## src/rtl/bit_stuffer.sv

```systemverilog
// USB transmit bit stuffer: inserts a 0 after RUN_LEN consecutive 1s within a packet and stalls upstream meanwhile.
// Optional BITSTUFF_TAIL_EN: also emit the stuff 0 when a packet ends or changes type right after a full run.
module bit_stuffer #(
    parameter int RUN_LEN = 6,
    parameter int CNT_W   = 4
) (
    input  logic             clk,
    input  logic             rst_b,
    input  logic             bstr_in,
    input  logic [1:0]       bstr_in_ready,
    output logic             bstr_in_pause,
    output logic             bstr_out,
    output logic [1:0]       bstr_out_ready,
    output logic [CNT_W-1:0] stuff_cnt
);

    localparam logic [2:0] RUN = 3'(RUN_LEN);

    logic [2:0] ones_cnt;
    logic [1:0] cur_type;
    logic       in_valid;
    logic       same_pkt;
    logic       at_run;
    logic       stuff;

    always_comb begin
        in_valid = |bstr_in_ready;
        same_pkt = (bstr_in_ready == cur_type);
        at_run   = (ones_cnt == RUN);
`ifdef BITSTUFF_TAIL_EN
        // A full run always gets its 0, even when the packet is over; a waiting new packet is held off.
        stuff         = at_run;
        bstr_in_pause = at_run && in_valid;
`else
        stuff         = at_run && in_valid && same_pkt;
        bstr_in_pause = stuff;
`endif
    end

    always_ff @(posedge clk or negedge rst_b) begin
        if (!rst_b) begin
            bstr_out       <= 1'b0;
            bstr_out_ready <= 2'b00;
            stuff_cnt      <= '0;
            ones_cnt       <= '0;
            cur_type       <= 2'b00;
        end else if (stuff) begin
            bstr_out       <= 1'b0;
            bstr_out_ready <= cur_type;
            ones_cnt       <= '0;
            if (!(&stuff_cnt))
                stuff_cnt <= stuff_cnt + 1'b1;
            // Tail stuff closes the packet so whatever follows is seen as a new one.
            if (!(in_valid && same_pkt))
                cur_type <= 2'b00;
        end else if (in_valid) begin
            bstr_out       <= bstr_in;
            bstr_out_ready <= bstr_in_ready;
            cur_type       <= bstr_in_ready;
            if (!same_pkt) begin
                ones_cnt  <= bstr_in ? 3'd1 : 3'd0;
                stuff_cnt <= '0;
            end else begin
                ones_cnt <= bstr_in ? ones_cnt + 3'd1 : 3'd0;
            end
        end else begin
            bstr_out       <= 1'b0;
            bstr_out_ready <= 2'b00;
            ones_cnt       <= '0;
            cur_type       <= 2'b00;
        end
    end

endmodule

```

## config.mk

```make
export PLATFORM = sky130hd
export DESIGN_NAME = bit_stuffer
export DESIGN_NICKNAME = d
export VERILOG_FILES = /design/src/rtl/bit_stuffer.sv
export SDC_FILE = /design/constraint.sdc
export NUM_CORES = 1
export LEC_CHECK = 0
export CAP_MARGIN = 25
export CORE_MARGIN = 2
export CORE_UTILIZATION = 40
export DETAILED_ROUTE_END_ITERATION = 7
export GPL_ROUTABILITY_DRIVEN = 1
export PLACE_DENSITY = 0.77
export REMOVE_ABC_BUFFERS = 1
export SYNTH_ARGS = -nofsm -noshare
export SYNTH_HDL_FRONTEND = slang
export SYNTH_SLANG_ARGS = --single-unit
```

## constraint.sdc

```tcl
create_clock -name clk -period 3.1 [get_ports clk]
set_input_delay 0.62 -clock clk [delete_from_list [all_inputs] [get_ports clk]]
set_output_delay 0.62 -clock clk [all_outputs]
set_load 0.05 [all_outputs]
```

==> impl_metrics.py <==
metrics = {
    "drt": {
        "viasPerCell": 5.64,
        "drt_iter0_drc": 13,
        "drc": 0,
        "drtAntennaViolNets": 0,
        "routed_wl_mm": 1.08,
        "num_vias": 468,
        "first_pass_iters": 4,
        "post_drt_wl_per_cell_um": 13.0,
    },
    "die": {
        "initial_core_util": 0.420,
        "core-area_um2": 1470,
        "die-area_um2": 1880,
        "rows": 14,
        "fp.dieH_um": 43.3,
        "die_w_um": 43.3,
        "ios": 13,
    },
    "run_status": {
        "outcome": "finished, final reports clean",
    },
    "synthesis": {
        "synth_cell_types": 31,
        "synth_top_area_share": 0.486,
        "syn_area_um2": 618,
        "ys_async_sr_fraction": 1.00,
        "synth-seq-cells": 12,
        "synth_commonest_cells": "dfrtp_1 (12), nor2_1 (5), nand3_1 (4), ha_1 (3)",
        "ys_seq_area_frac": 0.486,
        "yosys-top-cells-area": "dfrtp_1 (49%), ha_1 (6.1%), dlygate4sd3_1 (3.2%)",
        "yosys.area.top_type": "dfrtp_1",
        "ys.warnings.count": 0,
        "syn_area_per_cell_um2": 11.0,
        "synth_flop_cell": "dfrtp_1",
        "synth-edff-count": 0,
        "syn_inst": 56,
        "synth_most_common_cell": "dfrtp_1",
    },
    "sta": {
        "slew_viol_final": 0,
        "hold_viol": 0,
        "rsz0062_at_grt": "false",
        "tns_ns": 0,
        "worstMarginPinSlew_ns": 0.641,
        "period_needed_ns": 2.80,
        "slew_headroom": 0.572,
        "skew_ns": 0.00531,
        "setup_viol": 0,
        "finalCritPeriodShare": 0.903,
        "timing.fmax_ghz": 0.357,
    },
    "final_layout": {
        "area.growth.synth_to_final_pct": 23.9,
        "stdcell_area_um2": 766,
        "drive_gt1_frac": 0.119,
        "fin_util": 0.520,
        "fin_nets": 76,
        "multi_input_area_um2": 275,
        "fill_cells": 141,
        "final_cells": 83,
        "seqCellArea_um2": 300,
        "num_antenna_cells": 0,
    },
    "clocking": {
        "cts_resized": 0,
        "cts_buffers": 3,
        "cts_sinks": 12,
        "clk-insertion-delay-late_ns": 0.27,
        "cts.htree.levels": 1,
        "clkTransAtPathRegs_ns": 0.07,
        "cts_tree": "yes",
        "cts_setup_buffers": 0,
        "cts_hold_buf": 0,
        "clock_path_buffers": 2,
        "cts_root_buffer": "clkbuf_4",
    },
    "global_route": {
        "grt_pass1_vias": 411,
        "grtUsageTotal": 0.134,
        "grt_first_pass_wirelength_mm": 1.88,
        "grt_max_degree": 13,
        "antenna_found_initial": 0,
        "overflow": 0,
    },
    "setup_path": {
        "start_kind": "input port",
        "crit_buf_inv": 2,
        "worstPathCellList": "clkdlybuf4s50_1 -> nand4bb_1 -> o22ai_1 -> buf_12",
        "crit_fanout": 9,
        "critPathRequiredTime_ns": 2.48,
        "cpLargestDelayFamily": "buffers and inverters",
        "worstSetupPathType": "input port to primary output",
        "crit_slowest_cell": "clkdlybuf4s50_1",
        "max_stage_delay_ns": 0.55,
        "crit_path_end_kind": "primary output",
        "cp_data_arrival_time_ns": 2.18,
    },
    "pwr": {
        "powerDensity_nw_per_um2": 423,
        "vdd_drop_max_mv": 0.254,
        "p_leak_uw": 0.000338,
        "finalPower_uw": 324,
    },
    "placement": {
        "io_buffers": 12,
        "hpwlAfterDp_um": 797,
        "gp_congestion": 0.797,
        "dpl_cell_area_um2": 729,
        "dp.cells": 79,
    },
    "flow_run": {
        "maxCapViolCount": 0,
    },
    "min_path": {
        "worstHoldPathType": "register to register",
    },
}
[logic make-up after synthesis]
family	after synthesis	synth area share
AO/OA/AOI/OAI	11	0.138
AND/OR/NAND/NOR	21	0.204
adder cells (fa/ha/maj)	3	0.0607
buffers and inverters	6	0.0688
flip-flops	12	0.486
XOR/XNOR	3	0.0425
[path summary, 6_finish.rpt]
path,startpoint,endpoint,slack [ns],depth (start not counted)
setup / recovery,bstr_in_ready[1],bstr_in_pause,0.30,4
max in group asynchronous,rst_b,cur_type[1],2.06,1
min in group asynchronous,rst_b,stuff_cnt[3],0.69,1
setup reg to reg,ones_cnt[0],stuff_cnt[2],1.32,6
hold / removal,ones_cnt[0],ones_cnt[0],0.53,1
hold reg to reg,ones_cnt[0],ones_cnt[0],0.53,1
[layer usage]
| layer | routed length, um | global-route usage |
|---|---|---|
| met3 | 55 | 0.0255 |
| met2 | 496 | 0.191 |
| met4 | 19 | 0.0727 |
| met5 | 0 | 0 |
| met1 | 508 | 0.191 |
[where the power goes]
part	internal (uW)	switching, uW
clock network	71.2	51.2
registers	161	3.99
logic	14.6	21.4
total	247	76.6
[per-stage QoR]
stage	hold WS (ns)	worst slack [ns]
after floorplan	0.324	0.746
after global placement	0.519	0.380
after detailed placement	0.528	0.332
after CTS	0.540	0.330
after global routing	0.587	0.196
final	0.533	0.300
[flip-flops by register name (all words and copies together) (netlist names)]
register	cells
stuff_cnt	4
bstr_out	1
cur_type	2
bstr_out_ready	2
ones_cnt	3
[cell type report]
| class | instances | share of cell area |
|---|---|---|
| flip-flops and latches | 12 | 0.392 |
| multi-input cells | 38 | 0.359 |
| repair buffers | 12 | 0.170 |
| clock buffers | 4 | 0.0474 |
| well taps | 16 | 0.0261 |
| inverters | 1 | 0.00490 |
[placed cells by master (no fill, tap or decap), drive strengths merged, types with 2 or more instances in the layout]
master	n
nor2b	2
xnor2	2
nor2	5
clkbuf	4
dfrtp	12
nand3	4
nand2	2
ha	3
clkdlybuf4s50	11
(Power assumes the default switching activity.)
